File: src/rtl/dt_pkg.sv
// Shared types and the fixed default tree for the CAN-bus decision-tree classifier.
// Node records are packed so the ROM can hand a whole record to the walker in one word.
package dt_pkg;

  localparam int NODE_IDX_W = 8;
  localparam int DEPTH_W    = 8;
  localparam int THRESH_W   = 32;

  // Feature selectors; encodings 6 and 7 are reserved and mark a malformed node.
  localparam logic [2:0] FEAT_ARB_ID     = 3'd0;
  localparam logic [2:0] FEAT_DLC        = 3'd1;
  localparam logic [2:0] FEAT_FIRST_BYTE = 3'd2;
  localparam logic [2:0] FEAT_LAST_BYTE  = 3'd3;
  localparam logic [2:0] FEAT_BYTE_SUM   = 3'd4;
  localparam logic [2:0] FEAT_TIME_DELTA = 3'd5;

  typedef struct packed {
    logic                  is_leaf;
    logic                  leaf_class;
    logic [2:0]            feature_sel;
    logic [THRESH_W-1:0]   threshold;
    logic [NODE_IDX_W-1:0] left;
    logic [NODE_IDX_W-1:0] right;
  } node_t;

  typedef struct packed {
    logic [10:0] arb_id_dec;
    logic [3:0]  data_length;
    logic [7:0]  first_byte;
    logic [7:0]  last_byte;
    logic [10:0] byte_sum;
    logic [31:0] time_delta;
  } features_t;

  typedef enum logic {
    ST_IDLE,
    ST_EVAL
  } state_e;

  function automatic node_t make_split(input logic [2:0]            sel,
                                       input logic [THRESH_W-1:0]   thr,
                                       input logic [NODE_IDX_W-1:0] l,
                                       input logic [NODE_IDX_W-1:0] r);
    return '{is_leaf: 1'b0, leaf_class: 1'b0, feature_sel: sel,
             threshold: thr, left: l, right: r};
  endfunction

  function automatic node_t make_leaf(input logic cls);
    return '{is_leaf: 1'b1, leaf_class: cls, feature_sel: FEAT_ARB_ID,
             threshold: '0, left: '0, right: '0};
  endfunction

  // Anything outside the table reads as a split on a reserved feature, so a stray
  // address always ends the walk with an error instead of a bogus classification.
  localparam node_t INVALID_NODE = '{is_leaf: 1'b0, leaf_class: 1'b0,
                                     feature_sel: 3'd7, threshold: '0,
                                     left: '0, right: '0};

  localparam int DEFAULT_NUM_NODES = 7;

  localparam node_t DEFAULT_TREE [DEFAULT_NUM_NODES] = '{
    make_split(FEAT_TIME_DELTA, 32'd50,  8'd1, 8'd2),
    make_split(FEAT_ARB_ID,     32'd255, 8'd3, 8'd4),
    make_leaf(1'b0),
    make_leaf(1'b1),
    make_split(FEAT_BYTE_SUM,   32'd600, 8'd5, 8'd6),
    make_leaf(1'b0),
    make_leaf(1'b1)
  };

endpackage

File: src/rtl/dt_node_rom.sv
// Combinational node table: maps a node index onto its record in the default tree.
module dt_node_rom
  import dt_pkg::*;
(
  input  logic [NODE_IDX_W-1:0] addr_i,
  output node_t                 node_o
);

  always_comb begin
    // NOTE: node_o gets a value before any conditional path so no latch is inferred.
    node_o = INVALID_NODE;
    for (int i = 0; i < DEFAULT_NUM_NODES; i++) begin
      if (addr_i == NODE_IDX_W'(i)) begin
        node_o = DEFAULT_TREE[i];
      end
    end
  end

endmodule

File: src/rtl/decision_tree_classifier.sv
// Walks the decision tree one node per clock for a latched CAN feature vector and
// reports leaf, class, depth and an error flag for malformed trees or depth overrun.
module decision_tree_classifier
  import dt_pkg::*;
#(
  parameter int NUM_NODES = 7,
  parameter int MAX_DEPTH = 16
) (
  input  logic        clk,
  input  logic        rst_n,
  input  logic        start,
  input  logic [10:0] arb_id_dec,
  input  logic [3:0]  data_length,
  input  logic [7:0]  first_byte,
  input  logic [7:0]  last_byte,
  input  logic [10:0] byte_sum,
  input  logic [31:0] time_delta,
  output logic        done,
  output logic        is_attack,
  output logic [7:0]  final_node,
  output logic        error,
  output logic [7:0]  tree_depth
);

  localparam logic [NODE_IDX_W-1:0] NODE_LIMIT  = NODE_IDX_W'(NUM_NODES);
  localparam logic [DEPTH_W-1:0]    DEPTH_LIMIT = DEPTH_W'(MAX_DEPTH);

  state_e                  state_q;
  features_t               feat_q;
  features_t               feat_d;
  logic [NODE_IDX_W-1:0]   node_idx_q;
  logic [DEPTH_W-1:0]      depth_cnt_q;
  logic                    done_q;
  logic                    is_attack_q;
  logic [NODE_IDX_W-1:0]   final_node_q;
  logic                    error_q;
  logic [DEPTH_W-1:0]      tree_depth_q;

  node_t                   node;
  logic [THRESH_W-1:0]     feat_val;
  logic                    feat_valid;
  logic [NODE_IDX_W-1:0]   child_idx;
  logic                    child_bad;
  logic                    depth_hit;

  assign feat_d = '{arb_id_dec:  arb_id_dec,
                    data_length: data_length,
                    first_byte:  first_byte,
                    last_byte:   last_byte,
                    byte_sum:    byte_sum,
                    time_delta:  time_delta};

  dt_node_rom u_rom (
    .addr_i (node_idx_q),
    .node_o (node)
  );

  // Feature mux and unsigned compare against the current node's threshold.
  always_comb begin
    feat_val   = '0;
    feat_valid = 1'b1;
    case (node.feature_sel)
      FEAT_ARB_ID:     feat_val = THRESH_W'(feat_q.arb_id_dec);
      FEAT_DLC:        feat_val = THRESH_W'(feat_q.data_length);
      FEAT_FIRST_BYTE: feat_val = THRESH_W'(feat_q.first_byte);
      FEAT_LAST_BYTE:  feat_val = THRESH_W'(feat_q.last_byte);
      FEAT_BYTE_SUM:   feat_val = THRESH_W'(feat_q.byte_sum);
      FEAT_TIME_DELTA: feat_val = feat_q.time_delta;
      default:         feat_valid = 1'b0;
    endcase
  end

  assign child_idx = (feat_val <= node.threshold) ? node.left : node.right;
  assign child_bad = (child_idx >= NODE_LIMIT);
  assign depth_hit = (depth_cnt_q == DEPTH_LIMIT);

  // NOTE: state and outputs update with non-blocking assignments so every register
  // samples the values from before the clock edge.
  always_ff @(posedge clk or negedge rst_n) begin
    if (!rst_n) begin
      state_q      <= ST_IDLE;
      feat_q       <= '0;
      node_idx_q   <= '0;
      depth_cnt_q  <= '0;
      done_q       <= 1'b0;
      is_attack_q  <= 1'b0;
      final_node_q <= '0;
      error_q      <= 1'b0;
      tree_depth_q <= '0;
    end else begin
      done_q <= 1'b0;
      case (state_q)
        ST_IDLE: begin
          if (start) begin
            feat_q      <= feat_d;
            node_idx_q  <= '0;
            depth_cnt_q <= '0;
            error_q     <= 1'b0;
            is_attack_q <= 1'b0;
            state_q     <= ST_EVAL;
          end
        end
        ST_EVAL: begin
          // A leaf wins even when the depth budget is exhausted at the same node.
          if (node.is_leaf) begin
            final_node_q <= node_idx_q;
            is_attack_q  <= node.leaf_class;
            tree_depth_q <= depth_cnt_q;
            error_q      <= 1'b0;
            done_q       <= 1'b1;
            state_q      <= ST_IDLE;
          end else if (!feat_valid || child_bad || depth_hit) begin
            final_node_q <= node_idx_q;
            is_attack_q  <= 1'b0;
            tree_depth_q <= depth_cnt_q;
            error_q      <= 1'b1;
            done_q       <= 1'b1;
            state_q      <= ST_IDLE;
          end else begin
            node_idx_q  <= child_idx;
            depth_cnt_q <= depth_cnt_q + DEPTH_W'(1);
          end
        end
        default: state_q <= ST_IDLE;
      endcase
    end
  end

  assign done       = done_q;
  assign is_attack  = is_attack_q;
  assign final_node = final_node_q;
  assign error      = error_q;
  assign tree_depth = tree_depth_q;

endmodule

File: config.mk
export PLATFORM = sky130hd
export DESIGN_NAME = decision_tree_classifier
export DESIGN_NICKNAME = d
export VERILOG_FILES = /design/src/rtl/dt_pkg.sv /design/src/rtl/dt_node_rom.sv /design/src/rtl/decision_tree_classifier.sv
export SDC_FILE = /design/constraint.sdc
export NUM_CORES = 1
export LEC_CHECK = 0
export BUFFER_PORTS_ARGS = -buffer_cell sky130_fd_sc_hd__buf_2
export CAP_MARGIN = 10
export CORE_MARGIN = 2
export CORE_UTILIZATION = 35
export DETAILED_ROUTE_END_ITERATION = 16
export PLACE_DENSITY = 0.58
export RECOVER_POWER = 50
export SLEW_MARGIN = 20
export SYNTH_ARGS = -nofsm -noshare
export SYNTH_HDL_FRONTEND = slang
export SYNTH_SLANG_ARGS = --single-unit
File: constraint.sdc
create_clock -name clk -period 7.99 [get_ports clk]
set_clock_uncertainty 0.1 [all_clocks]
set_input_delay 0.3995 -clock clk [delete_from_list [all_inputs] [get_ports clk]]
set_output_delay 0.3995 -clock clk [all_outputs]
set_load 0.01 [all_outputs]
==> results of run 1 <==
==> final timing paths <==
check	endpoint	slack [ps]	cells after the start
worst min register to register	feat_q[0]	380	2
max in group clk	node_idx_q[1]	4630	10
min in group asynchronous	feat_q[35]	1400	1
worst min-delay path	feat_q[70]	130	3
worst max-delay path	is_attack	4040	1
worst max register to register	node_idx_q[1]	4630	10
==> cells by family (layout without fill, tap and decap cells) <==
kind of cell,after synthesis,after routing
AO/OA/AOI/OAI,42,42
XOR/XNOR,7,7
adder cells (fa/ha/maj),11,11
buffers and inverters,40,95
flip-flops,80,80
multiplexers,14,14
other,1,5
AND/OR/NAND/NOR,239,239
==> final cells by class <==
class,instances,area (um2)
multi-input cells,318,1710
flip-flops and latches,80,2000
clock inverters,4,33.8
repair buffers,71,348
clock buffers,12,165
inverters,8,30.0
fillers,1135,6380
well taps,140,175
==> per-stage QoR <==
stage | worst slack (ps) | power [mW]
2_1_floorplan | 5260 | 1.30
3_3_place_gp | 4630 | 1.43
3_5_place_dp | 4580 | 1.46
4_1_cts | 4540 | 1.76
5_1_grt | 3080 | 1.91
6_report | 4040 | 1.74
==> power groups by stage <==
stage	sequential, mW	clock [mW]	combinational [mW]
2_1_floorplan	0.676	0	0.622
3_3_place_gp	0.732	0	0.698
3_5_place_dp	0.737	0	0.727
4_1_cts	0.732	0.304	0.729
5_1_grt	0.760	0.318	0.833
6_report	0.729	0.293	0.717
==> flip-flops by register name, indices dropped and copies added, names as in the netlist <==
signal and count:
feat_q 54, depth_cnt_q 8, tree_depth 8, done 1
state_q 1, is_attack 1, final_node 3, node_idx_q 3
error 1
==> synth_stat cells (6+ instances only) <==
| cell | instances | area (um2) |
|---|---|---|
| clkbuf_1 | 17 | 63.8 |
| mux2i_1 | 9 | 90.1 |
| nor2_1 | 19 | 71.3 |
| a221oi_1 | 8 | 70.1 |
| inv_1 | 7 | 26.3 |
| o21ai_1 | 8 | 40.0 |
| nand2_1 | 188 | 706 |
| ha_1 | 11 | 138 |
| dfrtp_1 | 80 | 2000 |
| nand3_1 | 6 | 30.0 |
| buf_4 | 6 | 45.0 |
==> worst register-to-register path, stage by stage, from the launching register on <==
cell	delay, ps
dfrtp_1	970
nand2_1	430
nand2_1	160
a221oi_1	100
ha_1	350
a211o_1	260
a31oi_1	150
o21ai_0	120
o211a_1	260
or2_1	230
o211ai_1	170
==> metal layers <==
| layer | global-route usage, % | vias to the layer above |
|---|---|---|
| met3 | 3.20 | 9 |
| met2 | 23.1 | 58 |
| met1 | 21.5 | 1382 |
| li1 | - | 1517 |
| met5 | 0 | - |
| met4 | 4.61 | 0 |
==> results.py, run 1 <==
metrics = {
    "timing": {
        "worstMarginPinSlew_ps": 4170,
        "fmax_mhz": 253,
        "finalMaxSlewViolations": 81,
        "period_minus_slack_ps": 3950,
        "period_share_pct": 49.5,
        "holdWs_ps": 134,
        "final_hold_viol_count": 0,
        "rsz0062_at_grt": "false",
        "slew-limit-headroom_pct": -178,
        "setup_tns_ps": 0,
        "setup_violations": 0,
    },
    "grt": {
        "track_usage_pct": 15.1,
        "grt_remaining_overflow": 0,
        "grt_max_degree": 81,
        "antenna_found_initial": 0,
        "grt_pass1_vias": 2974,
        "grt_pass1_wl_mm": 14.1,
    },
    "final_layout": {
        "final_nets": 576,
        "antennaDiodeCount": 0,
        "stdcell_count": 633,
        "design_area_mm2": 0.00446,
        "syn_to_final_growth_pct": 14.3,
        "utilization_pct": 41.2,
        "final_common_cell": "nand2_1",
        "layout-drive-gt1-share_pct": 18.5,
        "final_cell_mix": "nand2_1 (188), dfrtp_1 (80), buf_2 (62), nor2_1 (18), clkbuf_8 (12)",
    },
    "logic_synthesis": {
        "yosys.area_share.xor_xnor_pct": 1.57,
        "netlist_area_mm2": 0.00390,
        "synth_top_family_by_area": "simple AND/OR/NAND/NOR gates",
        "seq_area_frac_synth_pct": 51.3,
        "postSynthCellCount": 434,
        "synthMuxAreaShare_pct": 3.75,
        "synth_area_per_cell_um2": 8.99,
        "yosys.area_share.adder_pct": 3.53,
        "synthArstFlopShare_pct": 100,
        "synth_seq_cells": 80,
        "synth_cell_type_count": 49,
        "synth_top_flop_cell": "dfrtp_1",
        "yosys_warnings": 0,
        "synthSimpleGateAreaFrac_pct": 25.7,
        "synth_edf_count": 0,
        "synth_compound_gate_area_share_pct": 8.30,
    },
    "status": {
        "violations": "capacitance limit, slew limit",
        "status": "finished, violations left",
    },
    "power_and_ir_drop": {
        "ir_drop_v": 0.000120,
        "pwr-share-comb_pct": 41.2,
        "swShare_pct": 41.0,
        "leakage_nw": 2.29,
        "p_switching_mw": 0.713,
        "internal_power_mw": 1.03,
        "p_per_area_mw_per_mm2": 390,
        "seqPwrFrac_pct": 41.9,
        "power_frac_clock_pct": 16.8,
    },
    "routing": {
        "dr.max_layer_used": "met4",
        "route.met3.wl_um": 293,
        "firstDrtPassIters": 4,
        "m1WireLength_mm": 4.08,
        "routedWlPerCell_um": 12.9,
        "wl_mm": 8.14,
        "drt_iter0_markers": 169,
        "routed-wl-met2_mm": 3.66,
        "viasPerCell": 4.69,
        "ant_nets": 0,
        "vias": 2966,
        "drc": 0,
    },
    "critical_path": {
        "reg2reg_from": "node_idx_q[2]",
        "crit_path_start_kind": "primary input",
        "cp.arrival_ps": 3340,
        "critPathMaxFanout": 80,
        "cp_cell_sequence": "clkbuf_1",
        "critical_path.startpoint": "rst_n",
        "critical-path-top-delay-family": "buffers and inverters",
        "required_ps": 7370,
        "slowest_delay_ps": 2870,
        "endpoint_kind": "asynchronous set/reset pin",
        "crit_slowest_cell": "clkbuf_1",
        "crit_type": "primary input to asynchronous set/reset pin",
        "cp_num_buf_inv": 1,
    },
    "placed_design": {
        "postPlaceCellArea_mm2": 0.00427,
        "port_buffers": 70,
        "placed_cells": 617,
        "place_congestion": 0.776,
        "dp_hpwl_mm": 5.68,
    },
    "floorplan": {
        "row_count": 38,
        "die-width_um": 110,
        "ios": 96,
        "fp.dieH_um": 110,
        "coreArea_mm2": 0.0108,
        "start_util_pct": 36.0,
        "die-area_mm2": 0.0120,
    },
    "cts": {
        "cts-root-buf": "clkbuf_8",
        "clkLatencyLatePin_ps": 350,
        "tritoncts": "built",
        "cts_setup_buffers": 0,
        "htree_levels": 3,
        "cts_resized": 0,
        "clockBufferDepth": 2,
        "cts.clk_slew.worst_paths_ps": 90,
        "cts_sinks": 80,
        "cts_made_buffers": 9,
        "cts_hold_buf": 0,
    },
    "hold_path": {
        "hp-start": "arb_id_dec[7]",
        "min_path_type": "primary input to flop",
    },
    "job": {
        "maxCapViolCount": 1,
    },
}
Power figures use the tool's default switching activity.
==> inputs of run 2 (changes only) <==
==> constraint.sdc (replaced) <==
create_clock -name clk -period 3.7 [get_ports clk]
set_clock_uncertainty 0.1 [all_clocks]
set_input_delay 0.185 -clock clk [delete_from_list [all_inputs] [get_ports clk]]
set_output_delay 0.185 -clock clk [all_outputs]
set_load 0.01 [all_outputs]
==> run 2 against run 1 <==
Net effect: the flow still finishes with violations (capacitance limit, slew limit); combinational power is 130% higher; first-iteration DRC count down 16%; register-to-register slack got worse by 3900 ps; final area increased by 12%; hold slack got worse by 36 ps; final cell count increased by 8.7%; clock-buffer cell count is 1 lower; critical path depth grew 10; flip-flop and latch count stayed put; largest cell class unchanged; largest power group is now combinational cells; highest routed layer unchanged.
==> results.py, run 2 (synthesized netlist as in run 1, its figures left out) <==
metrics = {
    "status": {
        "status": "finished, violations left",
        "violations": "capacitance limit, slew limit",
    },
    "placed_design": {
        "preCtsSetupSlack_ps": 729,
        "port_buffers": 70,
        "place_congestion": 0.799,
        "placed_cells": 619,
        "dp_hpwl_mm": 5.74,
    },
    "routing": {
        "ant_nets": 0,
        "firstDrtPassIters": 4,
        "routedWlPerCell_um": 12.9,
        "drc": 0,
        "vias": 3191,
        "viasPerCell": 4.64,
        "wl_mm": 8.86,
        "drt_iter0_markers": 142,
    },
    "critical_path": {
        "crit_path_start_kind": "flop",
        "critPathMaxFanout": 10,
        "slowest_delay_ps": 520,
        "crit_type": "flop to flop",
        "endpoint_kind": "flop",
        "cp_cell_sequence": "buf_4 > or2_2 > nor2_8 > inv_1 > ha_1 > a211o_1 > a31oi_1 > o21ai_0 > o211a_1 > or2_1 > o211ai_1",
        "required_ps": 3870,
        "cp.arrival_ps": 3150,
        "critical-path-top-delay-family": "compound AO/OA/AOI/OAI gates",
        "cp_num_buf_inv": 2,
        "crit_slowest_cell": "dfrtp_1",
    },
    "timing": {
        "period_minus_slack_ps": 2980,
        "setup_violations": 0,
        "fmax_mhz": 335,
        "worstMarginPinSlew_ps": 1960,
        "slew-limit-headroom_pct": -30.6,
        "finalMaxSlewViolations": 81,
        "setup_tns_ps": 0,
        "rsz0062_at_grt": "false",
        "fin_ws_ps": 716,
        "period_share_pct": 80.7,
        "final_hold_viol_count": 0,
    },
    "cts": {
        "clockBufferDepth": 2,
        "cts_setup_buffers": 0,
        "cts_made_buffers": 9,
        "cts_sinks": 80,
        "tritoncts": "built",
        "cts.clk_slew.worst_paths_ps": 80,
        "cts-root-buf": "clkbuf_8",
        "htree_levels": 3,
        "clkLatencyLatePin_ps": 350,
    },
    "floorplan": {
        "die-width_um": 110,
        "fp.dieH_um": 110,
        "start_util_pct": 36.0,
        "coreArea_mm2": 0.0108,
        "row_count": 38,
        "die-area_mm2": 0.0120,
        "ios": 96,
    },
    "final_layout": {
        "stdcell_count": 688,
        "layout-drive-gt1-share_pct": 16.4,
        "final_nets": 633,
        "final_cell_mix": "nand2_1 (188), dfrtp_1 (80), buf_2 (62), dlygate4sd3_1 (55), nor2_1 (18)",
        "utilization_pct": 46.2,
        "syn_to_final_growth_pct": 28.2,
        "largest-register": "feat_q",
        "antennaDiodeCount": 0,
        "final_common_cell": "nand2_1",
        "largest_reg_flops": 54,
    },
    "grt": {
        "grt_pass1_wl_mm": 14.7,
        "grt_remaining_overflow": 0,
        "grt_max_degree": 81,
        "grt_pass1_vias": 3085,
        "track_usage_pct": 15.8,
        "antenna_found_initial": 0,
    },
    "hold_path": {
        "min_path_type": "primary input to flop",
    },
    "power_and_ir_drop": {
        "design_power_total_mw": 3.79,
        "leakage_nw": 2.52,
        "ir_drop_v": 0.000271,
        "p_per_area_mw_per_mm2": 757,
    },
    "job": {
        "maxCapViolCount": 1,
    },
}
==> run 2: cell types whose count changed in the layout (fill, tap and decap cells not counted), sizes merged <==
| cell | before | now |
|---|---|---|
| inv | 10 | 8 |
| clkbuf | 20 | 19 |
| bufinv | 0 | 1 |
| clkinv | 1 | 0 |
| clkinvlp | 1 | 2 |
| buf | 63 | 65 |
| dlygate4sd3 | 0 | 55 |
==> run 2: area by class of cell <==
cell class              instances  area (um2)
fillers                      1057        5830
flip-flops and latches         80        2000
multi-input cells             318        1710
repair buffers                128         915
well taps                     140         175
clock buffers                  11         131
clock inverters                 3        45.0
inverters                       8        30.0
==> run 2: worst register-to-register path: stages, from the launching register on <==
cell and delay (ps):
dfrtp_1 520, buf_4 240, or2_2 370, nor2_8 120
inv_1 70, ha_1 330, a211o_1 260, a31oi_1 150
o21ai_0 110, o211a_1 250, or2_1 230, o211ai_1 170
==> run 2: repair_timing <==
| action | in CTS | in global routing |
|---|---|---|
| resized for setup | 0 | 0 |
| hold buffers | 55 | 0 |
| hold endpoints to repair | 134 | 0 |
==> run 2: path summary, 6_finish.rpt <==
kind	from	end	slack, ps	cells past startpoint
max in group asynchronous	rst_n	feat_q[10]	1510	2
min in group asynchronous	rst_n	feat_q[35]	830	2
worst max register to register	node_idx_q[1]	node_idx_q[1]	720	11
worst min-delay path	start	is_attack	100	3
worst min register to register	feat_q[20]	feat_q[20]	380	2
worst max-delay path	node_idx_q[1]	node_idx_q[1]	720	11
==> run 2: metal layers <==
metal | vias up | routed length (um) | GRT usage [%] | part of all wire, %
met5 | - | 0 | 0 | 0
met4 | 0 | 89 | 5.15 | 1.0
met3 | 7 | 338 | 3.32 | 3.8
met2 | 61 | 4160 | 24.6 | 47
met1 | 1494 | 4280 | 22.0 | 48
li1 | 1629 | - | - | -
==> run 2: power breakdown <==
part / switching (mW) / total (mW) / internal (mW)
Sequential: 0.293 / 1.54 / 1.25
Combinational: 0.931 / 1.64 / 0.706
Clock: 0.302 / 0.608 / 0.305
==> run 2: per-stage QoR <==
stage                     cell area, um2  hold WS, ps
after floorplan                     3920         -211
after global placement              4290          275
after detailed placement            4290          276
after CTS                           5010         66.0
after global routing                5010          107
final                               5010         98.0
==> inputs of run 3 (changes only) <==
--- a/config.mk
+++ b/config.mk
@@ -10,7 +10,7 @@
 export CORE_MARGIN = 2
 export CORE_UTILIZATION = 35
 export DETAILED_ROUTE_END_ITERATION = 16
-export PLACE_DENSITY = 0.58
+export PLACE_DENSITY = 0.6
 export RECOVER_POWER = 50
 export SLEW_MARGIN = 20
 export SYNTH_ARGS = -nofsm -noshare
==> constraint.sdc (replaced) <==
create_clock -name clk -period 2.5 [get_ports clk]
set_clock_uncertainty 0.1 [all_clocks]
set_input_delay 0.125 -clock clk [delete_from_list [all_inputs] [get_ports clk]]
set_output_delay 0.125 -clock clk [all_outputs]
set_load 0.01 [all_outputs]
==> run 3 against run 2 <==
Net effect: the run ends with capacitance limit, slew limit, setup timing left; final cell count is 3.5% higher; critical path depth is 1 lower; flip-flop and latch count stayed put; non-clock buffer count is 22 higher; maximum frequency is 16% higher; clock-buffer cell count stayed put; worst setup slack worse by 790 ps; via count is 3.9% higher; hold slack worse by 64 ps; sequential share of layout area is 2.1 points lower; clock power is 87% higher; sequential power is 49% higher; largest cell class unchanged; highest routed layer unchanged.
==> results.py, run 3 (synthesized netlist as in run 1, its figures left out) <==
metrics = {
    "routing": {
        "vias": 3317,
        "routedWlPerCell_um": 12.8,
        "viasPerCell": 4.66,
        "wl_mm": 9.12,
        "firstDrtPassIters": 4,
        "drc": 0,
        "ant_nets": 0,
        "drt_iter0_markers": 178,
    },
    "floorplan": {
        "row_count": 38,
        "coreArea_mm2": 0.0108,
        "die-area_mm2": 0.0120,
        "fp.dieH_um": 110,
        "start_util_pct": 36.0,
        "die-width_um": 110,
        "ios": 96,
    },
    "final_layout": {
        "final_cell_mix": "nand2_1 (186), dfrtp_1 (78), buf_2 (65), dlygate4sd3_1 (55), buf_4 (23)",
        "seq_area_mm2": 0.00200,
        "largest-register": "feat_q",
        "multi_input_area_mm2": 0.00175,
        "layout-drive-gt1-share_pct": 22.0,
        "design_area_mm2": 0.00529,
        "final_nets": 655,
        "largest_reg_flops": 54,
        "syn_to_final_growth_pct": 35.5,
        "final_common_cell": "nand2_1",
        "fillCellCount": 1049,
        "antennaDiodeCount": 0,
    },
    "power_and_ir_drop": {
        "ir_drop_v": 0.000553,
        "power_frac_clock_pct": 18.2,
        "seqPwrFrac_pct": 36.4,
        "internal_power_mw": 3.84,
        "p_per_area_mw_per_mm2": 1190,
        "design_power_total_mw": 6.28,
        "p_switching_mw": 2.43,
        "pwr-share-comb_pct": 45.4,
        "leakage_nw": 2.68,
        "swShare_pct": 38.7,
    },
    "hold_path": {
        "min_path_type": "primary input to flop",
    },
    "grt": {
        "grt_max_degree": 81,
        "antenna_found_initial": 0,
        "grt_pass1_wl_mm": 15.5,
        "track_usage_pct": 16.6,
        "grt_pass1_vias": 3343,
        "grt_remaining_overflow": 0,
    },
    "timing": {
        "worstMarginPinSlew_ps": 1740,
        "final_hold_viol_count": 0,
        "setup_violations": 2,
        "rsz0062_at_grt": "true",
        "setup_tns_ps": -98.0,
        "period_share_pct": 103,
        "period_minus_slack_ps": 2580,
        "finalMaxSlewViolations": 81,
        "holdWs_ps": 34.2,
        "slew-limit-headroom_pct": -16.2,
        "fin_ws_ps": -76.6,
        "fmax_mhz": 388,
    },
    "critical_path": {
        "cp.arrival_ps": 2760,
        "crit_type": "flop to flop",
        "ff2ff_setup_slack_ps": -80,
        "critPathMaxFanout": 6,
        "crit_path_start_kind": "flop",
        "endpoint_kind": "flop",
        "required_ps": 2680,
    },
    "cts": {
        "htree_levels": 3,
        "cts_made_buffers": 9,
        "cts-root-buf": "clkbuf_8",
        "clkLatencyLatePin_ps": 360,
        "clockBufferDepth": 2,
        "cts_setup_buffers": 0,
        "tritoncts": "built",
        "cts.clk_slew.worst_paths_ps": 80,
        "cts_sinks": 80,
    },
    "placed_design": {
        "postPlaceCellArea_mm2": 0.00445,
        "port_buffers": 70,
        "place_congestion": 0.914,
        "preCtsSetupSlack_ps": -181,
        "dp_hpwl_mm": 6.16,
    },
    "status": {
        "status": "finished, violations left",
        "violations": "capacitance limit, slew limit, setup timing",
    },
    "job": {
        "maxCapViolCount": 1,
    },
}
[run 3: cell types whose count changed in the layout (fill, tap and decap cells not counted), moves of 3 or more]
| cell | previous run | this run |
|---|---|---|
| buf_2 | 62 | 65 |
| a221oi_2 | 0 | 3 |
| a221oi_1 | 8 | 5 |
| buf_4 | 3 | 23 |
[run 3: repair_timing]
| action | in CTS | in global routing |
|---|---|---|
| endpoints found under the hold margin | 134 | 0 |
| gates resized for setup | 9 | 5 |
| pin swaps | 5 | 4 |
| gates cloned | 0 | 0 |
| endpoints found under the setup margin | 3 | 3 |
| hold buffers | 55 | 0 |
[run 3: path summary, 6_finish.rpt]
kind | from | end | cells past startpoint
max | node_idx_q[2] | node_idx_q[1] | 10
min in group asynchronous | rst_n | final_node[1] | 2
min reg2reg | feat_q[22] | feat_q[22] | 2
max in group asynchronous | rst_n | node_idx_q[2] | 2
max reg2reg | node_idx_q[2] | node_idx_q[1] | 10
min | start | is_attack | 3
[run 3: metal layers]
layer	up-vias	wire length, um	part of all wire [%]	GRT usage (%)
li1	1674	-	-	-
met1	1569	4260	47	22.1
met2	62	4410	48	26.5
met3	12	325	3.6	3.68
met4	0	118	1.3	6.24
met5	-	0	0	0
[run 3: critical path: stages, from the launching register on]
cell and delay [ps]:
dfrtp_2 490, buf_4 190, mux2i_2 240, a221oi_1 120, ha_1 190, a211o_1 290, a31oi_1 150, o21ai_1 80
o211a_1 240, or2_1 230, o211ai_1 170
[run 3: per-stage QoR]
stage | utilization (%) | instances
3_3_place_gp | 41.1 | 641
2_1_floorplan | - | 438
4_1_cts | 48.6 | 712
6_report | 48.8 | 712
3_5_place_dp | 41.1 | 641
5_1_grt | 48.8 | 712
[run 3: final cells by class]
cell class,count,share of cell area (%)
Sequential cell,80,37.9
Multi-Input combinational cell,318,33.1
Timing Repair Buffer,150,20.7
Tap cell,140,3.31
Clock buffer,11,2.48
Clock inverter,5,1.96
Inverter,8,0.568
[run 3: power by group through the flow]
stage,combinational [mW],sequential (mW),clock [mW]
5_1_grt,3.22,2.36,1.22
3_5_place_dp,2.71,2.28,0
3_3_place_gp,2.61,2.28,0
6_report,2.85,2.29,1.14
4_1_cts,2.84,2.28,1.17
2_1_floorplan,2.02,2.16,0
